[config.mk]
export PLATFORM = sky130hd
export DESIGN_NAME = seg_decode_monitor
export DESIGN_NICKNAME = d
export VERILOG_FILES = /design/src/rtl/seg_decode_monitor.sv
export SDC_FILE = /design/constraint.sdc
export NUM_CORES = 1
export LEC_CHECK = 0
export ABC_CLOCK_PERIOD_IN_PS = 4600
export BUFFER_PORTS_ARGS = -buffer_cell sky130_fd_sc_hd__buf_2
export CAP_MARGIN = 20
export CORE_MARGIN = 8
export CORE_UTILIZATION = 45
export CTS_CLUSTER_DIAMETER = 100
export DETAILED_ROUTE_END_ITERATION = 10
export GPL_TIMING_DRIVEN = 0
export PLACE_DENSITY = 0.65
export SLEW_MARGIN = 20
export SYNTH_ARGS = -nofsm -noshare
export SYNTH_HDL_FRONTEND = slang
export SYNTH_SLANG_ARGS = --single-unit
[constraint.sdc]
create_clock -name clk_2 -period 4.6 [get_ports clk_2]
set_clock_uncertainty 0.05 [all_clocks]
set_input_delay 0.69 -clock clk_2 [delete_from_list [all_inputs] [get_ports clk_2]]
set_output_delay 0.69 -clock clk_2 [all_outputs]
set_load 0.01 [all_outputs]
[src/rtl/seg_decode_monitor.sv]
// Seven-segment bus reader: filters the sampled pattern for stability, decodes it to a value
// (0..19, blank or illegal) and keeps saturating acceptance / illegal-pattern counters.
module seg_decode_monitor #(
  parameter int unsigned STABLE_CYCLES = 4,
  parameter int unsigned CNT_BITS      = 8
) (
  input  logic                clk_2,
  input  logic                reset,
  input  logic [7:0]          seg_in,
  input  logic                clear,
  output logic [4:0]          value,
  output logic                dp,
  output logic                blank,
  output logic                err,
  output logic                locked,
  output logic                value_stb,
  output logic [CNT_BITS-1:0] accept_cnt,
  output logic [CNT_BITS-1:0] err_cnt
);

  typedef enum logic {
    SETTLE = 1'b0,
    LOCKED = 1'b1
  } state_t;

  typedef struct packed {
    logic [4:0] value;
    logic       blank;
    logic       err;
  } dec_t;

  // dp adds ten to a legal digit; blank and illegal patterns ignore it for the value.
  function automatic dec_t decode_seg(input logic [6:0] segs, input logic dp_bit);
    dec_t       d;
    logic [4:0] digit;
    logic       is_blank;
    logic       is_err;
    digit    = 5'd0;
    is_blank = 1'b0;
    is_err   = 1'b0;
    case (segs)
      7'h3F:   digit = 5'd0;
      7'h06:   digit = 5'd1;
      7'h5B:   digit = 5'd2;
      7'h4F:   digit = 5'd3;
      7'h66:   digit = 5'd4;
      7'h6D:   digit = 5'd5;
      7'h7D:   digit = 5'd6;
      7'h07:   digit = 5'd7;
      7'h7F:   digit = 5'd8;
      7'h6F:   digit = 5'd9;
      7'h00:   is_blank = 1'b1;
      default: is_err = 1'b1;
    endcase
    d.blank = is_blank;
    d.err   = is_err;
    if (is_err) begin
      d.value = 5'd31;
    end else if (is_blank) begin
      d.value = 5'd0;
    end else begin
      d.value = digit + (dp_bit ? 5'd10 : 5'd0);
    end
    return d;
  endfunction

  logic [7:0]          seg_q;
  logic [7:0]          cand_q, cand_d;
  logic [7:0]          stab_q, stab_d;
  state_t              state_q, state_d;
  logic                accept_d;
  logic [8:0]          stab_inc_s;
  dec_t                dec_s;
  logic [4:0]          value_q;
  logic                dp_q, blank_q, err_q, stb_q;
  logic [CNT_BITS-1:0] accept_cnt_q, accept_cnt_d;
  logic [CNT_BITS-1:0] err_cnt_q, err_cnt_d;

  // Stability filter, decode and counter next-state.
  always_comb begin
    cand_d       = cand_q;
    stab_d       = stab_q;
    state_d      = state_q;
    accept_d     = 1'b0;
    stab_inc_s   = {1'b0, stab_q} + 9'd1;
    dec_s        = decode_seg(seg_q[6:0], seg_q[7]);
    accept_cnt_d = accept_cnt_q;
    err_cnt_d    = err_cnt_q;

    if (seg_q != cand_q) begin
      cand_d = seg_q;
      stab_d = 8'd1;
      if (STABLE_CYCLES == 32'd1) begin
        state_d  = LOCKED;
        accept_d = 1'b1;
      end else begin
        state_d = SETTLE;
      end
    end else if (state_q == SETTLE) begin
      stab_d = stab_inc_s[7:0];
      if (stab_inc_s == 9'(STABLE_CYCLES)) begin
        state_d  = LOCKED;
        accept_d = 1'b1;
      end else begin
        state_d = SETTLE;
      end
    end else begin
      state_d = LOCKED;
    end

    // clear overrides a coincident acceptance.
    if (clear) begin
      accept_cnt_d = '0;
      err_cnt_d    = '0;
    end else if (accept_d) begin
      if (accept_cnt_q != '1) begin
        accept_cnt_d = accept_cnt_q + CNT_BITS'(1);
      end else begin
        accept_cnt_d = accept_cnt_q;
      end
      if (dec_s.err && (err_cnt_q != '1)) begin
        err_cnt_d = err_cnt_q + CNT_BITS'(1);
      end else begin
        err_cnt_d = err_cnt_q;
      end
    end else begin
      accept_cnt_d = accept_cnt_q;
      err_cnt_d    = err_cnt_q;
    end
  end

  // Input sampling, FSM state and registered outputs.
  always_ff @(posedge clk_2 or posedge reset) begin
    if (reset) begin
      seg_q        <= 8'h00;
      cand_q       <= 8'h00;
      stab_q       <= 8'd0;
      state_q      <= SETTLE;
      value_q      <= 5'd0;
      dp_q         <= 1'b0;
      blank_q      <= 1'b0;
      err_q        <= 1'b0;
      stb_q        <= 1'b0;
      accept_cnt_q <= '0;
      err_cnt_q    <= '0;
    end else begin
      seg_q        <= seg_in;
      cand_q       <= cand_d;
      stab_q       <= stab_d;
      state_q      <= state_d;
      stb_q        <= accept_d;
      accept_cnt_q <= accept_cnt_d;
      err_cnt_q    <= err_cnt_d;
      if (accept_d) begin
        value_q <= dec_s.value;
        dp_q    <= seg_q[7];
        blank_q <= dec_s.blank;
        err_q   <= dec_s.err;
      end else begin
        value_q <= value_q;
        dp_q    <= dp_q;
        blank_q <= blank_q;
        err_q   <= err_q;
      end
    end
  end

  assign value      = value_q;
  assign dp         = dp_q;
  assign blank      = blank_q;
  assign err        = err_q;
  assign locked     = (state_q == LOCKED);
  assign value_stb  = stb_q;
  assign accept_cnt = accept_cnt_q;
  assign err_cnt    = err_cnt_q;

endmodule

; Word-level counts from Yosys, hierarchy flattened
; Index checks and enable logic that the tools add are counted.
[op_classes]
n_addsub = 4
multipliers = 0
div = 0
order_cmp = 0
eq_ne = 15
shift = 0
mux = 19
bitwise = 0
n_reduce_logical = 8
[ops]
columns = op, count
row1 = $mux W8, 8
row2 = $eq A7 B7 Y1 const B, 7
row3 = $pmux W4 S9, 1
row4 = $add A8 B1 Y8 const B, 2
row5 = $ne A8 B8 Y1 const B, 2
row6 = $eq A7 B3 Y1 const B, 2
row7 = $reduce_or A11 Y1, 1
row8 = $mux W5, 2
row9 = $add A8 B1 Y9 const B, 1
row10 = $eq A9 B3 Y1 const B, 1
row11 = $ne A8 B8 Y1, 1
row12 = $eq A7 B6 Y1 const B, 1
row13 = $logic_not A7 Y1, 1
row14 = $mux W1, 7
row15 = $reduce_bool A2 Y1, 3
row16 = $add A5 B4 Y5, 1
row17 = $mux W4, 1
row18 = $reduce_and A2 Y1, 2
row19 = $ne A2 B1 Y1 const B, 1
row20 = $logic_and A1 B1 Y1, 1
[word_totals]
ff_bits = 50
latchBits = 0
ramBits = 0
rom_bits = 0
in_bits = 11
output_inout_bits = 26
wordCells = 57
memories = 0

; Longest topological paths before layout
[logic_depth]
ltp_word = 7
mapped_depth = 10
ltp_nobuf = 9

; Worst setup path after synthesis
; Ideal clock, no wire load.
[synth_path]
path_kind = reg-to-reg
start = reg stab_q[0]
end = reg accept_cnt_q[6], in the netlist accept_cnt[6]
setup_time_ns = 0.128
t_arrival_ns = 2.083
t_required_ns = 4.422
path_slack_ns = 2.339
path_stages_with_launch = 8
n_path_buf = 1
period_less_slack_ns = 2.261
path_cell_list = dfrtp_1 > ha_1 > nand4bb_1 > nor4b_2 > o2111ai_1 > clkbuf_1 > nor2_1 > mux2_1
[synth_between]
elab_chain_len = 7
[synth_rtl]
columns = item, line_no
row1 = "start, declared", 69  ; logic [7:0] stab_q, stab_d;
row2 = "start signal, assigned", 149  ; stab_q <= stab_d;
row3 = $add A8 B1 Y9, 85  ; stab_inc_s = {1'b0, stab_q} + 9'd1;
row4 = $eq A9 B3 Y1, 101  ; if (stab_inc_s == 9'(STABLE_CYCLES)) begin
row5 = $mux W1, 101
row6 = $mux W1, 99  ; end else if (state_q == SETTLE) begin
row7 = $mux W1, 90  ; if (seg_q != cand_q) begin
row8 = $reduce_bool A2 Y1 (no line), --
row9 = $reduce_and A2 Y1 (no line), --
row10 = "end signal, assigned", 152  ; accept_cnt_q <= accept_cnt_d;
row11 = "end, declared", 76  ; logic [CNT_BITS-1:0] accept_cnt_q, accept_cnt_d;
; No other way between the ends.
; A chain may end at the register's enable or synchronous reset.

; Worst setup path in the final report
; Ends and elaborated chain as after synthesis.

==> out/metrics.cfg <==
[placement]
pre_cts_slack_ns=1.87
placedCellCount=369
dpl-instance-area_mm2=0.00291
gp_congestion=0.802
io_buffers=36
dp_hpwl_mm=3.84

[clock_network]
htreeDepth=2
clkTransAtPathRegs_ns=0.09
ctsRootBufferMaster=clkbuf_8
holdBufCountCts=0
clk_path_buf_depth=2
numClockSinks=50
clock_latency_ns=0.31
numCtsBuffers=5
postCtsSetupBuffers=0
tritoncts=done
post_cts_resize_count=0

[run_status]
status=finished, final reports clean

[die]
rows=27
dieArea_mm2=0.00852
die-height_um=92.3
io_pins=37
die_w_um=92.3
start_util_pct=47.0
core_mm2=0.00557

[detailed_routing]
drtAntennaViolNets=0
dr.pass1.iters=4
via_per_inst=5.36
wl_per_cell_um=14.2
dr_wl_met2_mm=2.53
dr_total_vias=2021
wl_met3_um=297
drc=0
drt-met1-wl_mm=2.44
drtIter0Drc=74
totalWireLength_mm=5.35
top_layer_used=met4

[timing]
timing.fmax_mhz=371
maxSlewViolCount=0
setup_ws_ns=1.90
finalCritPeriodShare_pct=58.6
report.final.setup_viol=0
rsz0062_at_grt=false
setup_tns_ns=0
worst_pin_slew_ns=0.653
relSlewSlack_pct=56.4
hold_violations=0
fin_crit_ns=2.70

[logic_synthesis]
avgSynthCellArea_um2=10.1
ys_seq_area_share_pct=47.8
synth_cells=260
async_flop_share_pct=100
syn_nets=278
ys_ff_latch=50
ys_types=48
yosysWarnings=0
synth_edf_count=0
synth_top_flop_cell=dfrtp_1
syn_area_mm2=0.00262

[worst_setup_path]
r2r_start=stab_q[0]
critical_path_required_ns=4.75
critPathMaxStageDelay_ns=0.48
crit_fanout=10
end_kind=register
critPathKind=reg -> reg
cp.arrival_ns=2.85
crit_chain=ha_1, nand4bb_1, nor4b_2, o2111ai_1, clkbuf_1, nor2_1, mux2_1
start_kind=register
startpoint=stab_q[0]
cpMaxStageDelayCell=dfrtp_1

[pwr]
p_leak_nw=1.43
total_power_w=0.000890
ir_drop_uv=209
power_density_mw_per_mm2=292

[grt]
track_usage_pct=13.0
grt_max_degree=35
first_global_vias=2000
grt_overflow=0
antenna_found_initial=0
grt_pass1_wl_mm=9.19

[final_layout]
multi_input_area_mm2=0.00122
instances_no_fill=377
final_area_mm2=0.00305
seqCellArea_mm2=0.00125
fin_nets=322
drive_gt1_share_pct=19.3
n_antenna_cell=0
n_fill_cell=502
area_delta_synth_final_pct=16.5

[worst_hold_path]
hold_class=in -> async

[job]
cap_viol_max_count=0

==> synth_stat cells (all sizes together) (3+ instances only) <==
library cell	n	area, um2
dfrtp	50	1250
nand2	18	67.6
a21oi	16	80.1
xor2	15	131
clkbuf	14	52.6
nor2	13	48.8
nand4	10	62.6
o21ai	10	50.1
buf	9	60.1
inv	8	30.0
ha	7	87.6
nand3	7	35.0
nor2b	7	43.8
or4	7	52.6
o31ai	6	45.0
and3	5	31.3
or3	5	31.3
a21o	4	30.0
and2	4	25.0
mux2	4	45.0
nand2b	4	25.0
nor3	4	20.0
nor4	4	55.1
mux2i	3	30.0
o2111ai	3	26.3
==> cells by family after synthesis <==
| family | after synthesis | synth area share (%) |
|---|---|---|
| buf+inv | 31 | 5.45 |
| simple gates | 99 | 22.9 |
| fa+ha+maj | 7 | 3.34 |
| flops | 50 | 47.8 |
| compound gates | 49 | 12.0 |
| xor+xnor | 17 | 5.69 |
| mux | 7 | 2.87 |
==> sequential cells by signal (all words and copies together), names as in the netlist <==
| signal | cells |
|---|---|
| cand_q | 8 |
| dp | 1 |
| locked | 1 |
| accept_cnt | 8 |
| value | 5 |
| blank | 1 |
| stab_q | 8 |
| err_cnt | 8 |
| err | 1 |
| value_stb | 1 |
| seg_q | 8 |
==> cell usage in the layout, fill, tap and decap left out, drive strengths merged, types with 2 or more instances in the layout <==
master,Yosys,routed
dfrtp,50,50
buf,9,46
clkbuf,14,20
nand2,18,18
a21oi,16,16
xor2,15,15
nor2,13,13
nand4,10,10
o21ai,10,10
inv,8,8
or4,7,7
nand3,7,7
nor2b,7,7
ha,7,7
o31ai,6,6
and3,5,5
or3,5,5
and2,4,4
nor3,4,4
nand2b,4,4
a21o,4,4
mux2,4,4
nor4,4,4
mux2i,3,3
o2111ai,3,3
nand3b,2,2
and3b,2,2
o41ai,2,2
xnor2,2,2
bufinv,0,2
nor4b,2,2
==> power breakdown <==
group	total, W	internal, W	switching (W)
sequential	0.000450	0.000446	0.00000378
combinational	0.0000579	0.0000214	0.0000365
clock	0.000382	0.000232	0.000150
total	0.000890	0.000700	0.000190
==> worst max-delay path, delay by kind of cell (launching register included) <==
kind / cells / cell delay (ns)
flops: 1 / 0.48
simple gates: 3 / 0.68
mux: 1 / 0.33
fa+ha+maj: 1 / 0.31
compound gates: 1 / 0.39
buf+inv: 1 / 0.34
==> worst paths after layout <==
path                                 endpoint  slack, ns  cells past startpoint
worst max-delay path            accept_cnt[6]       1.90                      7
worst min-delay path                cand_q[1]       0.29                      2
worst max register to register  accept_cnt[6]       1.90                      7
worst min register to register       value[3]       0.43                      1
max in group asynchronous           value_stb       3.71                      3
min in group clk_2                   value[3]       0.43                      1
==> routing by layer <==
metal	track usage [%]	vias to the layer above
li1	-	1012
met1	15.5	960
met2	21.6	41
met3	3.99	8
met4	4.97	0
met5	0	-
==> layout make-up <==
type,count,share of cell area [%]
buffer,23,3.69
clock buffer,6,2.71
clock inverter,2,1.97
inverter,8,0.984
multi-input combinational,179,40.1
sequential,50,41.0
tap,72,2.95
timing repair buffer,37,6.56
==> through the flow <==
stage / hold WS (ns) / util, %
4_1_cts: 0.299 / 54.7
2_1_floorplan: 0.462 / -
5_1_grt: 0.307 / 54.7
3_3_place_gp: 0.407 / 51.8
6_report: 0.289 / 54.7
3_5_place_dp: 0.410 / 52.2
Power figures use the tool's default switching activity.
